File: src/rtl/pixel_pkg.sv
// pixel_pkg -- shared pixel word layout for the fader, the ring buffer and
// the display scan-out.
//   Word layout: [9:0] X, [19:10] Y, [31:20] intensity (0 = empty slot).
//   Provides field positions/widths, INT_MAX, the packed word typedef, the
//   20-bit coordinate typedef queued by the fader FIFO, and a saturating
//   intensity subtract helper.
package pixel_pkg;

  localparam int X_LSB   = 0;
  localparam int X_W     = 10;
  localparam int Y_LSB   = 10;
  localparam int Y_W     = 10;
  localparam int INT_LSB = 20;
  localparam int INT_W   = 12;
  localparam int XY_W    = X_W + Y_W;
  localparam int WORD_W  = INT_W + XY_W;

  localparam logic [INT_W-1:0] INT_MAX  = 12'hFFF;
  localparam logic [INT_W-1:0] INT_ZERO = 12'h000;

  typedef struct packed {
    logic [INT_W-1:0] intensity;
    logic [Y_W-1:0]   y;
    logic [X_W-1:0]   x;
  } pixel_word_t;

  typedef struct packed {
    logic [Y_W-1:0] y;
    logic [X_W-1:0] x;
  } pixel_xy_t;

  // Intensity minus step, clamped at zero.
  function automatic logic [INT_W-1:0] sat_sub(input logic [INT_W-1:0] a,
                                               input logic [INT_W-1:0] b);
    logic [INT_W-1:0] res;
    if (a > b) begin
      res = a - b;
    end else begin
      res = INT_ZERO;
    end
    return res;
  endfunction

endpackage

File: src/rtl/pixel_fifo.sv
// pixel_fifo -- synchronous FIFO of plotted pixel coordinates.
//   clock, reset : clock and asynchronous active-high reset (empties FIFO)
//   push, push_data : write request and coordinates (ignored when full)
//   pop          : read request (ignored when empty)
//   head         : oldest entry, valid while empty is low
//   full, empty  : registered occupancy flags
// DEPTH must be a power of two so the pointers wrap naturally.
import pixel_pkg::*;

module pixel_fifo #(
  parameter int DEPTH = 16
) (
  input  logic      clock,
  input  logic      reset,
  input  logic      push,
  input  pixel_xy_t push_data,
  input  logic      pop,
  output pixel_xy_t head,
  output logic      full,
  output logic      empty
);

  localparam int AW = $clog2(DEPTH);
  localparam logic [AW-1:0] PTR_ONE   = {{(AW-1){1'b0}}, 1'b1};
  localparam logic [AW-1:0] PTR_ZERO  = {AW{1'b0}};
  localparam logic [AW:0]   CNT_ONE   = {{AW{1'b0}}, 1'b1};
  localparam logic [AW:0]   CNT_ZERO  = {(AW+1){1'b0}};
  localparam logic [AW:0]   CNT_DEPTH = (AW+1)'(DEPTH);

  pixel_xy_t       mem_r [DEPTH];
  logic [AW-1:0]   wr_ptr_r;
  logic [AW-1:0]   rd_ptr_r;
  logic [AW:0]     count_r;
  logic [AW:0]     count_next_s;
  logic            full_r;
  logic            empty_r;
  logic            push_ok_s;
  logic            pop_ok_s;

  assign push_ok_s = push && !full_r;
  assign pop_ok_s  = pop && !empty_r;
  assign head      = mem_r[rd_ptr_r];
  assign full      = full_r;
  assign empty     = empty_r;

  // Next occupancy; a simultaneous push and pop leaves it unchanged.
  always_comb begin
    count_next_s = count_r;
    if (push_ok_s && !pop_ok_s) begin
      count_next_s = count_r + CNT_ONE;
    end else if (pop_ok_s && !push_ok_s) begin
      count_next_s = count_r - CNT_ONE;
    end else begin
      count_next_s = count_r;
    end
  end

  // Pointers, occupancy and the registered full/empty flags.
  always_ff @(posedge clock or posedge reset) begin
    if (reset) begin
      wr_ptr_r <= PTR_ZERO;
      rd_ptr_r <= PTR_ZERO;
      count_r  <= CNT_ZERO;
      full_r   <= 1'b0;
      empty_r  <= 1'b1;
    end else begin
      if (push_ok_s) begin
        wr_ptr_r <= wr_ptr_r + PTR_ONE;
      end
      if (pop_ok_s) begin
        rd_ptr_r <= rd_ptr_r + PTR_ONE;
      end
      count_r <= count_next_s;
      full_r  <= (count_next_s == CNT_DEPTH);
      empty_r <= (count_next_s == CNT_ZERO);
    end
  end

  // Storage array; contents need no reset because empty gates every read.
  always_ff @(posedge clock) begin
    if (push_ok_s) begin
      mem_r[wr_ptr_r] <= push_data;
    end
  end

endmodule

File: src/rtl/pixel_fader.sv
// pixel_fader -- inserts newly plotted pixels into a recirculating ring
// buffer and fades stored pixels once every FADE_PASSES revolutions.
//   clock, reset  : sole clock, asynchronous active-high reset
//   ring_out      : word leaving the ring buffer
//   ring_in       : word entering the ring buffer (registered, latency 1)
//   pixel_valid, pixel_x, pixel_y : new plotted pixel
//   pixel_ready   : FIFO can accept a pixel this cycle
//   dropped_count : saturating count of rejected pixels
// Build option: define PIXEL_FADER_STATS_EN to enable dropped_count;
// otherwise it is tied to zero and the counter is not built.
import pixel_pkg::*;

module pixel_fader #(
  parameter int               FIFO_DEPTH  = 16,
  parameter logic [INT_W-1:0] FADE_STEP   = 12'd16,
  parameter int               FADE_PASSES = 4,
  parameter int               RING_LEN    = 8192
) (
  input  logic        clock,
  input  logic        reset,
  input  logic [31:0] ring_out,
  output logic [31:0] ring_in,
  input  logic        pixel_valid,
  input  logic [9:0]  pixel_x,
  input  logic [9:0]  pixel_y,
  output logic        pixel_ready,
  output logic [15:0] dropped_count
);

  localparam int POS_W  = (RING_LEN > 1) ? $clog2(RING_LEN) : 1;
  localparam int PASS_W = (FADE_PASSES > 1) ? $clog2(FADE_PASSES) : 1;
  localparam logic [POS_W-1:0]  POS_LAST  = POS_W'(RING_LEN - 1);
  localparam logic [POS_W-1:0]  POS_ONE   = POS_W'(1);
  localparam logic [POS_W-1:0]  POS_ZERO  = {POS_W{1'b0}};
  localparam logic [PASS_W-1:0] PASS_LAST = PASS_W'(FADE_PASSES - 1);
  localparam logic [PASS_W-1:0] PASS_ONE  = PASS_W'(1);
  localparam logic [PASS_W-1:0] PASS_ZERO = {PASS_W{1'b0}};

  pixel_word_t       in_word_s;
  pixel_word_t       ring_next_s;
  logic [31:0]       ring_r;
  logic [POS_W-1:0]  pos_r;
  logic [PASS_W-1:0] pass_r;
  logic              fade_pass_s;
  logic              fifo_full_s;
  logic              fifo_empty_s;
  logic              push_s;
  logic              pop_s;
  pixel_xy_t         head_s;
  pixel_xy_t         push_data_s;

  assign in_word_s     = ring_out;
  assign fade_pass_s   = (pass_r == PASS_ZERO);
  assign push_s        = pixel_valid && !fifo_full_s;
  assign push_data_s.x = pixel_x;
  assign push_data_s.y = pixel_y;
  assign pixel_ready   = !fifo_full_s;
  assign ring_in       = ring_r;

  pixel_fifo #(
    .DEPTH (FIFO_DEPTH)
  ) u_fifo (
    .clock     (clock),
    .reset     (reset),
    .push      (push_s),
    .push_data (push_data_s),
    .pop       (pop_s),
    .head      (head_s),
    .full      (fifo_full_s),
    .empty     (fifo_empty_s)
  );

  // Insert into empty slots first; a fresh insert bypasses the fade, and any
  // word whose intensity is or becomes zero is emitted as an all-zero slot.
  always_comb begin
    ring_next_s = in_word_s;
    pop_s       = 1'b0;
    if (in_word_s.intensity == INT_ZERO) begin
      if (!fifo_empty_s) begin
        ring_next_s.intensity = INT_MAX;
        ring_next_s.y         = head_s.y;
        ring_next_s.x         = head_s.x;
        pop_s                 = 1'b1;
      end else begin
        ring_next_s = '0;
      end
    end else if (fade_pass_s) begin
      if (sat_sub(in_word_s.intensity, FADE_STEP) == INT_ZERO) begin
        ring_next_s = '0;
      end else begin
        ring_next_s.intensity = sat_sub(in_word_s.intensity, FADE_STEP);
      end
    end else begin
      ring_next_s = in_word_s;
    end
  end

  // Output word register, one cycle behind ring_out.
  always_ff @(posedge clock or posedge reset) begin
    if (reset) begin
      ring_r <= 32'h0000_0000;
    end else begin
      ring_r <= ring_next_s;
    end
  end

  // Ring position and revolution counters; pass 0 is the fade revolution.
  always_ff @(posedge clock or posedge reset) begin
    if (reset) begin
      pos_r  <= POS_ZERO;
      pass_r <= PASS_ZERO;
    end else begin
      if (pos_r == POS_LAST) begin
        pos_r <= POS_ZERO;
        if (pass_r == PASS_LAST) begin
          pass_r <= PASS_ZERO;
        end else begin
          pass_r <= pass_r + PASS_ONE;
        end
      end else begin
        pos_r <= pos_r + POS_ONE;
      end
    end
  end

`ifdef PIXEL_FADER_STATS_EN
  logic [15:0] dropped_r;

  // Count pixels offered while the FIFO is full, stopping at all-ones.
  always_ff @(posedge clock or posedge reset) begin
    if (reset) begin
      dropped_r <= 16'h0000;
    end else if (pixel_valid && fifo_full_s && (dropped_r != 16'hFFFF)) begin
      dropped_r <= dropped_r + 16'h0001;
    end
  end

  assign dropped_count = dropped_r;
`else
  assign dropped_count = 16'h0000;
`endif

endmodule

File: config.mk
export PLATFORM = sky130hd
export DESIGN_NAME = pixel_fader
export DESIGN_NICKNAME = d
export VERILOG_FILES = /design/src/rtl/pixel_pkg.sv /design/src/rtl/pixel_fifo.sv /design/src/rtl/pixel_fader.sv
export SDC_FILE = /design/constraint.sdc
export NUM_CORES = 1
export LEC_CHECK = 0
export ABC_AREA = 1
export CAP_MARGIN = 20
export CORE_UTILIZATION = 34
export CTS_CLUSTER_SIZE = 14
export DETAILED_ROUTE_END_ITERATION = 16
export PLACE_DENSITY_LB_ADDON = 0.25
export SLEW_MARGIN = 0
export SYNTH_ARGS = -nofsm -noshare
export SYNTH_HDL_FRONTEND = slang
export SYNTH_SLANG_ARGS = --single-unit
File: constraint.sdc
create_clock -name clock -period 2.45 [get_ports clock]
set_input_delay 0.49 -clock clock [delete_from_list [all_inputs] [get_ports clock]]
set_output_delay 0.49 -clock clock [all_outputs]
set_load 0.02 [all_outputs]
Word level (Yosys, flattened, before mapping). Memory sizes are Yosys's and may differ from the RTL's. Index checks and enable logic that the tools add are counted. W data, S select, Z words.

Bits of input ports: 55. RAM bits: 320. Memories kept: 1. ROM bits: 0. Bits in latches: 0. Register bits: 62.

$add $sub $neg: 7. Equality and inequality tests: 3. $mul: 0. Divide/modulo/power cells: 0. $lt $le $gt $ge: 1. Bitwise operators: 0. Shift-type cells: 0. Reductions and logical operators: 13. Muxes and demuxes: 16.

Memories: u_fifo.mem_r (depth 16, width 20, rd ports 1, clocked after memory_dff 0, wr ports 1, RTL line pixel_fifo.sv:30) `pixel_xy_t mem_r [DEPTH];`.

Operators by type and width (count): $mux W32 (3); $mux W12 (4); $logic_not A12 Y1 (2); $mux W20 (1); $add A13 B1 Y13 const B (1); $eq A13 B13 Y1 const B (1); $mux W13 (1); $gt A12 B5 Y1 const B (1); $sub A12 B5 Y12 const B (1); $mux W5 (2); $add A4 B1 Y4 const B (2); $add A5 B1 Y5 const B (1); $eq A5 B5 Y1 const B (1); $logic_and A1 B1 Y1 (5); $logic_not A5 Y1 (1); $sub A5 B1 Y5 const B (1); $logic_not A1 Y1 (4); $mux W1 (4); $add A2 B1 Y2 const B (1); $eq A2 B2 Y1 const B (1); $logic_not A2 Y1 (1); $mux W2 (1).

Depth between registers and ports, before layout.
Depth in word-level cells: 8. Depth in mapped cells: 13.

By module. From an unflattened synthesis, not the netlist that was laid out.

Cell total of the unflattened synthesis: 1487. Area total of the unflattened synthesis: 16351.9 µm².

Modules (own cells, without submodules): pixel_fifo (cells an instance 1143, times used 1, area an instance 13741.9 µm², sequential area each 9985.8 µm²); pixel_fader (cells an instance 344, times used 1, area an instance 2610.0 µm², sequential area each 1176.1 µm²).

Worst setup path before layout. No wires, ideal clock.

Path kind: register -> register. Start point: reg u_fifo.full_r (netlist: u_fifo.full). End point: mem u_fifo.mem_r[11][0] in the netlist's numbering (enable). Path buffers: 1. Period minus slack after synthesis: 2359 ps. Slack: 91 ps. Stages on the path, launching flop included: 7. Arrival: 1962 ps. Cells stage by stage: dfrtp_1 > inv_1 > nand2_1 > inv_1 > buf_2 > nand2_1 > nor2_1.

Longest elaborated chain between the ends: 5.

RTL lines: start, declared (RTL line pixel_fifo.sv:35) `logic full_r;`; start signal, assigned (RTL line pixel_fifo.sv:74) `full_r <= (count_next_s == CNT_DEPTH);`; $logic_not A1 Y1 *; named net pixel_ready (RTL line pixel_fader.sv:26) `output logic pixel_ready,`; $logic_and A1 B1 Y1 (RTL line pixel_fader.sv:54) `assign push_s = pixel_valid && !fifo_full_s;`; $logic_and A1 B1 Y1 * (RTL line pixel_fifo.sv:40) `assign push_ok_s = push && !full_r;`; $mux W1 * (RTL line pixel_fifo.sv:81) `if (push_ok_s) begin`; $mux W1 (not written as such) * (RTL line pixel_fifo.sv:82) `mem_r[wr_ptr_r] <= push_data;`; end, declared (RTL line pixel_fifo.sv:30).

The timed path passes the listed nets; every way through them passes the cells marked *.

==> results.sh <==
export IMPL_ys_seq_area_frac=0.6988
export IMPL_final_max_slew_violation_count=0
export IMPL_io_buffers=87
export IMPL_place_area_um2=17950
export IMPL_power_leakage_nw=7.122
export IMPL_ctsLongestPathBuffers=3
export IMPL_grt_max_degree=89
export IMPL_antenna_cells=0
export IMPL_ys_ff_latch=382
export IMPL_synth_async_reset_ratio=0.1623
export IMPL_nFillCells=4340
export IMPL_cts_setup_buffers=0
export IMPL_multiInputGateArea_um2=4182
export IMPL_yosysWarningCount=0
export IMPL_synth_area_um2=15970
export IMPL_ios=104
export IMPL_run_status="finished, final reports clean"
export IMPL_postSynthAreaPerCell_um2=11.96
export IMPL_vias=10190
export IMPL_hp_class="primary input to asynchronous set/reset pin"
export IMPL_fp_dieArea_um2=47850
export IMPL_power_density_nw_per_um2=820.9
export IMPL_grt_pass1_vias=9872
export IMPL_ff2ff_setup_slack_ns=0.22
export IMPL_setup_viol=0
export IMPL_rows=79
export IMPL_tritoncts="built"
export IMPL_antenna_left=0
export IMPL_avgRoutedWirePerCell_um=18.38
export IMPL_synth_cell_type_count=39
export IMPL_syn_inst=1335
export IMPL_ctsResizeCount=0
export IMPL_crit_path_end_kind="flip-flop"
export IMPL_finalClockSkew_ns=0.01467
export IMPL_cts_sinks=382
export IMPL_grt_pass1_wl_um=59060
export IMPL_finalNonFillerCells=2094
export IMPL_cts_hold_buf=0
export IMPL_criticalPathCategory="flip-flop to flip-flop"
export IMPL_path_max_fanout=48
export IMPL_ir_drop_mv=0.4589
export IMPL_vias_per_cell=4.864
export IMPL_cp_slowest_cell="dfrtp_4"
export IMPL_grtUsageTotal=0.1627
export IMPL_synth_edf_count=320
export IMPL_max_freq_mhz=448.1
export IMPL_clk_latency_ns=0.55
export IMPL_finalWirelength_um=38480
export IMPL_period_minus_slack_ns=2.232
export IMPL_regArea_um2=11170
export IMPL_dr_pass1_iters=5
export IMPL_die_h_um=218.7
export IMPL_worstMarginPinSlew_ns=0.6980
export IMPL_final_cell_area_um2=19300
export IMPL_start_util=0.3438
export IMPL_required_ns=2.88
export IMPL_overflow=0
export IMPL_drv_cap=0
export IMPL_numPlacedInstances=2020
export IMPL_dp_hpwl_um=23400
export IMPL_worstPathArrival_ns=2.66
export IMPL_worst_path_largest_cell_delay_ns=0.80
export IMPL_finalWeightedCongestion=0.8640
export IMPL_reg2reg_from="u_fifo.rd_ptr_r[1]$_DFFE_PP0P_"
export IMPL_htreeDepth=2
export IMPL_design_core_area_um2=46460
export IMPL_hold_viol_final=0
export IMPL_drtIter0Drc=1050
export IMPL_layout_nets=1524
export IMPL_synth_flop_cell="edfxtp_1"
export IMPL_drive_gt1_frac=0.1157
export IMPL_syn2layout_area_growth_pct=20.85
export IMPL_fin_crit_sh=0.9109
export IMPL_cts_root_buf="clkbuf_16"
export IMPL_antenna_found_initial=1
export IMPL_r2r_end="ring_in[13]$_DFF_PP0_"
export IMPL_fp_dieW_um=218.7
export IMPL_drc=0
export IMPL_holdWs_ns=0.2309
export IMPL_cp_cell_sequence="buf_12, o22ai_1, o21ai_0, nand2_1, nand3_1, nand2_1"
export IMPL_clkSlewWorstSetupHoldPaths_ns=0.06
export IMPL_reg2reg_depth=6
export IMPL_start_kind="flip-flop"
export IMPL_rsz0062_at_grt="false"
export IMPL_cpMostUsedCell="nand2_1"
export IMPL_relSlewSlack=0.5298
export IMPL_cts_buffers=41
==> sequential cells by signal, summed over array words and instances (netlist names) <==
signal	count
u_fifo.rd_ptr_r	4
u_fifo.empty	1
u_fifo.count_r	5
u_fifo.wr_ptr_r	4
pos_r	13
u_fifo.mem_r	320
u_fifo.full	1
pass_r	2
ring_in	32
==> logic make-up (layout without fill, tap and decap cells) <==
family / Yosys count / in the layout / synth area share
AO/OA/AOI/OAI: 271 / 271 / 0.09549
XOR/XNOR: 18 / 18 / 0.009871
adder cells (fa/ha/maj): 13 / 13 / 0.01018
buffers and inverters: 158 / 295 / 0.04543
flip-flops: 382 / 382 / 0.6988
multiplexers: 31 / 31 / 0.01943
other: 1 / 16 / 0.0002348
AND/OR/NAND/NOR: 461 / 461 / 0.1206
==> synthesized netlist by cell type (13+ instances only) <==
master    count  area, µm²
buf_2        25      125.1
buf_4        19      142.6
clkbuf_1     34      127.6
dfrtp_1      61       1526
edfxtp_1    320       9609
ha_1         13      162.7
inv_1        67      251.5
mux2i_1      31      310.3
nand2_1     144      540.5
nand2_2      13      81.33
nand3_1      41      205.2
nor2_1      241      904.6
o211ai_1     40      300.3
o21ai_0     152      760.7
o21ai_1      33      165.2
o22ai_1      33      206.5
xor2_1       15      131.4
==> cell type report <==
class,instances,share of cell area
flip-flops and latches,382,0.5787
well taps,607,0.03934
inverters,71,0.01394
clock buffers,55,0.05743
multi-input cells,810,0.2166
repair buffers,150,0.08128
clock inverters,19,0.01270
==> report_power, final <==
| part | internal (mW) | leakage (nW) | total [mW] | switching, mW |
|---|---|---|---|---|
| clock network | 3.72 | 0.654 | 6.19 | 2.47 |
| registers | 7.69 | 3.63 | 7.88 | 0.187 |
| logic | 0.604 | 2.84 | 1.78 | 1.17 |
==> layer usage <==
layer / up-vias / part of all wire / routed length (µm) / global-route usage
met1: 4955 / 0.47 / 18150 / 0.2317
met5: - / 0.00044 / 17 / 0
met2: 274 / 0.46 / 17560 / 0.2560
met3: 43 / 0.054 / 2087 / 0.02825
li1: 4911 / - / - / -
met4: 2 / 0.017 / 665 / 0.04167
==> placed cells by master, fill, tap and decap left out, types with 33 or more instances in the layout <==
master,instances
buf_4,45
clkbuf_16,41
clkdlybuf4s50_1,87
dfrtp_1,58
edfxtp_1,320
inv_1,66
nand2_1,144
nand3_1,41
nor2_1,225
o211ai_1,40
o21ai_0,152
o21ai_1,33
o22ai_1,33
==> worst max-delay path by stage <==
stage | start | slack [ns] | cells after the start | endpoint
after CTS | u_fifo.rd_ptr_r[1]$_DFFE_PP0P_ | 0.25 | 6 | ring_in[13]$_DFF_PP0_
after floorplan | u_fifo.full$_DFF_PP0_ | 0.09 | 6 | u_fifo.mem_r[11][0]$_DFFE_PP_
after global routing | u_fifo.rd_ptr_r[1]$_DFFE_PP0P_ | 0.08 | 6 | ring_in[12]$_DFF_PP0_
after global placement | ring_out[24] | 0.01 | 11 | ring_in[13]$_DFF_PP0_
after detailed placement | ring_out[25] | -0.01 | 15 | ring_in[5]$_DFF_PP0_
final | u_fifo.rd_ptr_r[1]$_DFFE_PP0P_ | 0.22 | 6 | ring_in[13]$_DFF_PP0_
==> stage by stage <==
| stage | TNS [ns] | utilization | total power, mW | setup slack (ns) |
|---|---|---|---|---|
| 4_1_cts | 0 | 0.4155 | 16.02 | 0.2469 |
| 2_1_floorplan | 0 | - | 8.917 | 0.09099 |
| 3_3_place_gp | 0 | 0.3864 | 9.766 | 0.01017 |
| 6_report | 0 | 0.4155 | 15.85 | 0.2183 |
| 3_5_place_dp | -0.05852 | 0.3864 | 9.799 | -0.01395 |
| 5_1_grt | 0 | 0.4155 | 16.45 | 0.07614 |
==> critical path, delay by kind of cell (launching register included) <==
family	cells	cell delay, ns
simple gates	3	0.30
buf+inv	1	0.28
flops	1	0.80
compound gates	2	0.69
Note: power is estimated with default switching activity, not from simulation.
